<file path="config.mk">
export PLATFORM = sky130hd
export DESIGN_NAME = operand_result_mem
export DESIGN_NICKNAME = d
export VERILOG_FILES = /design/src/rtl/operand_result_mem.sv
export SDC_FILE = /design/constraint.sdc
export NUM_CORES = 1
export LEC_CHECK = 0
export CELL_PAD_IN_SITES_DETAIL_PLACEMENT = 1
export CELL_PAD_IN_SITES_GLOBAL_PLACEMENT = 1
export CORE_ASPECT_RATIO = 1.25
export CORE_MARGIN = 2
export CORE_UTILIZATION = 44
export CTS_BUF_LIST = sky130_fd_sc_hd__clkbuf_4
export CTS_CLUSTER_SIZE = 25
export DETAILED_ROUTE_END_ITERATION = 12
export PLACE_DENSITY_LB_ADDON = 0.3
export SETUP_SLACK_MARGIN = 0.2
export SYNTH_ARGS = -nofsm -noshare
export SYNTH_HDL_FRONTEND = slang
export SYNTH_SLANG_ARGS = --single-unit
</file>
<file path="constraint.sdc">
create_clock -name clk -period 1.46 [get_ports clk]
set_input_delay 0.365 -clock clk [delete_from_list [all_inputs] [get_ports clk]]
set_output_delay 0.365 -clock clk [all_outputs]
set_load 0.01 [all_outputs]
</file>
<file path="src/rtl/operand_result_mem.sv">
// Operand/result store for the matrix-compute datapath.
// Captures A/B operands in one cycle, collects per-engine result tiles, serves registered reads.
module operand_result_mem #(
    parameter int DATA_W  = 8,
    parameter int A_DIM   = 4,
    parameter int B_DIM   = 3,
    parameter int C_DIM   = 2,
    parameter int NUM_SRC = 3,
    localparam int A_SZ      = A_DIM * A_DIM,
    localparam int B_SZ      = B_DIM * B_DIM,
    localparam int C_SZ      = C_DIM * C_DIM,
    localparam int AB_DEPTH  = A_SZ + B_SZ,
    localparam int AB_AW     = $clog2(AB_DEPTH),
    localparam int RES_DEPTH = NUM_SRC * C_SZ,
    localparam int RES_AW    = $clog2(RES_DEPTH)
) (
    input  logic                     clk,
    input  logic                     reset_n,
    input  logic                     run_valid_i,
    input  logic                     clear_i,
    input  logic [A_SZ*DATA_W-1:0]   a_flat_i,
    input  logic [B_SZ*DATA_W-1:0]   b_flat_i,
    input  logic [C_SZ*DATA_W-1:0]   c_flat_i,
    input  logic [NUM_SRC-1:0]       res_valid_i,
    output logic [NUM_SRC-1:0]       res_ready_o,
    output logic                     done_capture_o,
    output logic [NUM_SRC-1:0]       slot_valid_o,
    input  logic [AB_AW-1:0]         addr_core_i,
    output logic [DATA_W-1:0]        data_core_o,
    input  logic [RES_AW-1:0]        addr_display_i,
    output logic [DATA_W-1:0]        data_display_o
);

    logic [DATA_W-1:0]  ab_mem  [AB_DEPTH];
    logic [DATA_W-1:0]  res_mem [RES_DEPTH];
    logic [NUM_SRC-1:0] grant;
    logic               found;
    logic               core_in_range;
    logic               disp_in_range;

    // Address range checks; depth always fits in one extra address bit.
    assign core_in_range = {1'b0, addr_core_i} < AB_DEPTH[AB_AW:0];
    assign disp_in_range = {1'b0, addr_display_i} < RES_DEPTH[RES_AW:0];

    // Fixed-priority grant, lowest index wins; no grant while in reset.
    always_comb begin
        grant = '0;
        found = 1'b0;
        for (int k = 0; k < NUM_SRC; k++) begin
            if (res_valid_i[k] && !found) begin
                grant[k] = 1'b1;
                found    = 1'b1;
            end
        end
        if (!reset_n) begin
            grant = '0;
        end
    end

    assign res_ready_o = grant;

    // Operand capture: all A and B elements written on a single run strobe.
    always_ff @(posedge clk or negedge reset_n) begin
        if (!reset_n) begin
            for (int i = 0; i < AB_DEPTH; i++) begin
                ab_mem[i] <= '0;
            end
        end else if (run_valid_i) begin
            for (int i = 0; i < A_SZ; i++) begin
                ab_mem[i] <= a_flat_i[i*DATA_W +: DATA_W];
            end
            for (int j = 0; j < B_SZ; j++) begin
                ab_mem[A_SZ+j] <= b_flat_i[j*DATA_W +: DATA_W];
            end
        end
    end

    // Result tile write into the slot owned by the granted engine.
    always_ff @(posedge clk or negedge reset_n) begin
        if (!reset_n) begin
            for (int i = 0; i < RES_DEPTH; i++) begin
                res_mem[i] <= '0;
            end
        end else begin
            for (int k = 0; k < NUM_SRC; k++) begin
                if (grant[k]) begin
                    for (int e = 0; e < C_SZ; e++) begin
                        res_mem[k*C_SZ+e] <= c_flat_i[e*DATA_W +: DATA_W];
                    end
                end
            end
        end
    end

    // Capture flag: a run strobe outranks a clear in the same cycle.
    always_ff @(posedge clk or negedge reset_n) begin
        if (!reset_n) begin
            done_capture_o <= 1'b0;
        end else if (run_valid_i) begin
            done_capture_o <= 1'b1;
        end else if (clear_i) begin
            done_capture_o <= 1'b0;
        end
    end

    // Slot-valid mask: a same-cycle grant sets its bit even during clear.
    always_ff @(posedge clk or negedge reset_n) begin
        if (!reset_n) begin
            slot_valid_o <= '0;
        end else if (clear_i) begin
            slot_valid_o <= grant;
        end else begin
            slot_valid_o <= slot_valid_o | grant;
        end
    end

    // Registered read-old ports; out-of-range addresses return zero.
    always_ff @(posedge clk or negedge reset_n) begin
        if (!reset_n) begin
            data_core_o    <= '0;
            data_display_o <= '0;
        end else begin
            data_core_o    <= core_in_range ? ab_mem[addr_core_i] : '0;
            data_display_o <= disp_in_range ? res_mem[addr_display_i] : '0;
        end
    end

endmodule

</file>
==> summary.md <==
| Metric | Value |
|---|---|
| Status | complete, but fails checks |
| Failing checks | negative setup slack |
| First-pass GRT wire length | 60,400 um |
| Grt total ovfl | 0 |
| CP top delay family | flip-flops |
| Critical path's slowest cell | dfrtp_1 |
| # rows | 72 |
| Startpoint Class | flop |
| Adder-cell share of the synthesized area | 0% |
| Synth Register Bits | 316 |
| Drt total wl | 40,200 um |
| TritonCTS buffer count | 80 |
| Average size of a mapped cell | 15.6 um^2 |
| Post-route ant nets | 0 |
| Largest net degree at the start of global routing | 159 |
| Crit path buffers/inverters | 1 |
| Core Area | 31,000 um^2 |
| Dpl ws | -0.873 ns |
| Syn Inst Count | 888 |
| XOR/XNOR share of the synthesized area | 0% |
| Crit-path cells | buf_6 |
| DRC errors left | 0 |
| Layout area overhead | 36.8% |
| Die area | 33,000 um^2 |
| Mux cell area share after synthesis | 35.8% |
| Final WS setup | -0.158 ns |
| Hold Fails Final Rpt | 0 |
| Vias in the first global route | 10,543 |
| # setup viols final | 22 |
| GRT Util Overall | 24.4% |
| First-pass detailed-route iteration total | 4 |
| Worst Hold Class | input pin to flop |
| Syn Std Cell Area | 13,900 um^2 |
| CTS tree | yes |
| IO Pins | 271 |
| Pleak | 0.00818 uW |
| Critical Path RT | 1.10 ns |
| Clk buf depth | 3 |
| Synthesis warning total | 0 |
| Fin nets | 1,517 |
| Worst-Margin Slew | 0.754 ns |
| Clock sinks | 316 |
| Fin cells | 1,732 |
| Sequential share of the synthesized area | 56.9% |
| Filler cells | 2,946 |
| DR vias | 9,230 |
| Distinct cell type count after synthesis | 32 |
| Highest fanout seen on the critical path | 2 |
| Total Power | 21,900 uW |
| Slew margin rel. | 49.5% |
| Share of cells above drive strength 1 | 47.3% |
| Max Clk Rate | 618 MHz |
| Initial drt markers | 423 |
| Hold WS | 0.150 ns |
| Post-layout min period | 1.62 ns |
| Clock skew after layout | 0.0208 ns |
| Vias/cell | 5.33 |
| Placed Cells | 1,576 |
| Final Wtd Congestion | 0.800 |
| Max-slew violation count | 0 |
| Width of the die | 163 um |
| Number of antenna violations at the first check in global routing | 10 |
| Largest family of logic cells by synthesized area | multiplexers |
| Die outline height | 203 um |
| DP HPWL | 28,400 um |
| Compound-cell area share of the yosys netlist | 2.50% |
| Data arrival, critical path | 1.25 ns |
| P per Cell Area | 1150 nW/um^2 |
| Buffers on Ports | 270 |
| Period utilization | 111% |
| Max Cap Viol | 0 |
| Root buffer cell | clkbuf_4 |
| Peak VDD IR | 0.764 mV |
| Clock transition at path regs | 0.07 ns |
| Worst skew pair latency | 0.72 ns |
| Unrepaired setup endpoints after global routing | true |
| H-tree depth | 3 |
| Synth Area in Simple Gates | 1.98% |
| Syn Nets | 1,136 |
| Initial Util | 44.8% |
| Post-DR wirelength/cell | 23.2 um |
| Worst setup EP type | output port |
| Kind of critical path | flop to output port |
| Max stage delay on crit path | 0.40 ns |
[layout by cell type (no fill, tap or decap), types with 4 or more instances in the layout]
| cell type | instances |
|---|---|
| a21o_1 | 4 |
| a21oi_1 | 8 |
| a221oi_2 | 4 |
| a22oi_1 | 10 |
| a22oi_2 | 6 |
| buf_12 | 22 |
| buf_2 | 14 |
| buf_4 | 60 |
| buf_6 | 15 |
| buf_8 | 4 |
| clkbuf_4 | 116 |
| clkdlybuf4s50_1 | 237 |
| clkinv_1 | 9 |
| dfrtp_1 | 316 |
| diode_2 | 8 |
| inv_1 | 9 |
| mux2_2 | 268 |
| mux2_4 | 28 |
| mux2i_1 | 51 |
| mux4_2 | 50 |
| nand2_1 | 15 |
| nand3_1 | 10 |
| nand4_1 | 6 |
| o21ai_2 | 5 |
| o22ai_1 | 6 |
[logic make-up (layout without fill, tap and decap cells)]
family	Yosys count	after routing
AND/OR/NAND/NOR	52	52
flip-flops	316	316
multiplexers	398	398
AO/OA/AOI/OAI	50	50
other	0	8
buffers and inverters	72	501
[layout make-up]
class	instances	area (um^2)	area share (%)
clock inverter	14	81.3	0.428
tap	407	509	2.68
multi-input combinational	500	5890	31.0
clock buffer	116	871	4.58
sequential	316	7910	41.6
inverter	11	46.3	0.244
timing repair buffer	360	3680	19.3
antenna	8	20.0	0.105
[worst paths after layout]
path	slack [ns]	from	to	cells past startpoint
setup / recovery	-0.16	slot_valid_o[0]	slot_valid_o[0]	1
hold / removal	0.15	res_valid_i[1]	slot_valid_o[1]	5
setup reg to reg	-0.04	ab_mem[51]	data_core_o[3]	4
hold reg to reg	0.48	slot_valid_o[1]	slot_valid_o[1]	1
max in group asynchronous	0.31	reset_n	ab_mem[180]	5
min in group asynchronous	0.25	reset_n	res_mem[59]	4
[cells in the mapped netlist]
cell | n | share of area [%]
a21o_1 | 4 | 0.22
buf_1 | 8 | 0.22
o21ai_0 | 6 | 0.22
o22ai_1 | 8 | 0.36
and3_1 | 2 | 0.090
clkbuf_2 | 2 | 0.072
and2_0 | 1 | 0.045
buf_12 | 1 | 0.14
dfrtp_1 | 316 | 57
nand3_1 | 10 | 0.36
a22oi_1 | 16 | 0.86
nand2_1 | 17 | 0.46
and2_1 | 1 | 0.045
nand4_1 | 6 | 0.27
a21oi_1 | 8 | 0.29
buf_6 | 2 | 0.16
buf_4 | 10 | 0.54
and3b_1 | 1 | 0.063
nor2_1 | 2 | 0.054
nand2b_1 | 2 | 0.090
buf_2 | 32 | 1.2
inv_1 | 11 | 0.30
a221oi_1 | 6 | 0.38
nor2b_1 | 5 | 0.23
mux4_2 | 50 | 8.1
mux2i_1 | 52 | 3.7
or2_2 | 1 | 0.045
nor4bb_1 | 1 | 0.072
a211oi_2 | 2 | 0.18
nor3b_1 | 3 | 0.16
mux2_2 | 296 | 24
clkbuf_1 | 6 | 0.16
[timing repair]
action,CTS,global route
pin swaps,9,4
buffers inserted,8,6
gates resized for setup,157,11
hold buffers,2,0
endpoints found under the hold margin,102,0
gates cloned,0,2
setup endpoints to repair,64,252
[routing by layer]
layer | share of wire [%] | global-route usage (%) | up-vias | wire (um)
li1 | - | - | 4088 | -
met1 | 38 | 27.7 | 4774 | 15400
met2 | 52 | 42.8 | 281 | 21000
met3 | 6.3 | 7.29 | 79 | 2550
met4 | 3.0 | 9.73 | 8 | 1210
met5 | 0.13 | 0 | - | 52
[per-stage QoR]
stage	instance area (um^2)	TNS, ns	utilization, %
2_1_floorplan	14200	-0.286	-
3_3_place_gp	17800	-118.30	57.3
3_5_place_dp	17800	-125.54	57.3
4_1_cts	18900	-34.80	60.8
5_1_grt	19000	-4.12	61.3
6_report	19000	-2.50	61.3
[sequential cells by signal, summed over array words and instances (netlist names)]
name / flops
done_capture_o: 1
slot_valid_o: 3
data_display_o: 8
data_core_o: 8
res_mem: 96
ab_mem: 200
[power breakdown]
part / internal (uW) / switching, uW
Combinational: 2540 / 1530
Sequential: 9890 / 614
Clock: 3780 / 3580
(Power assumes the default switching activity.)
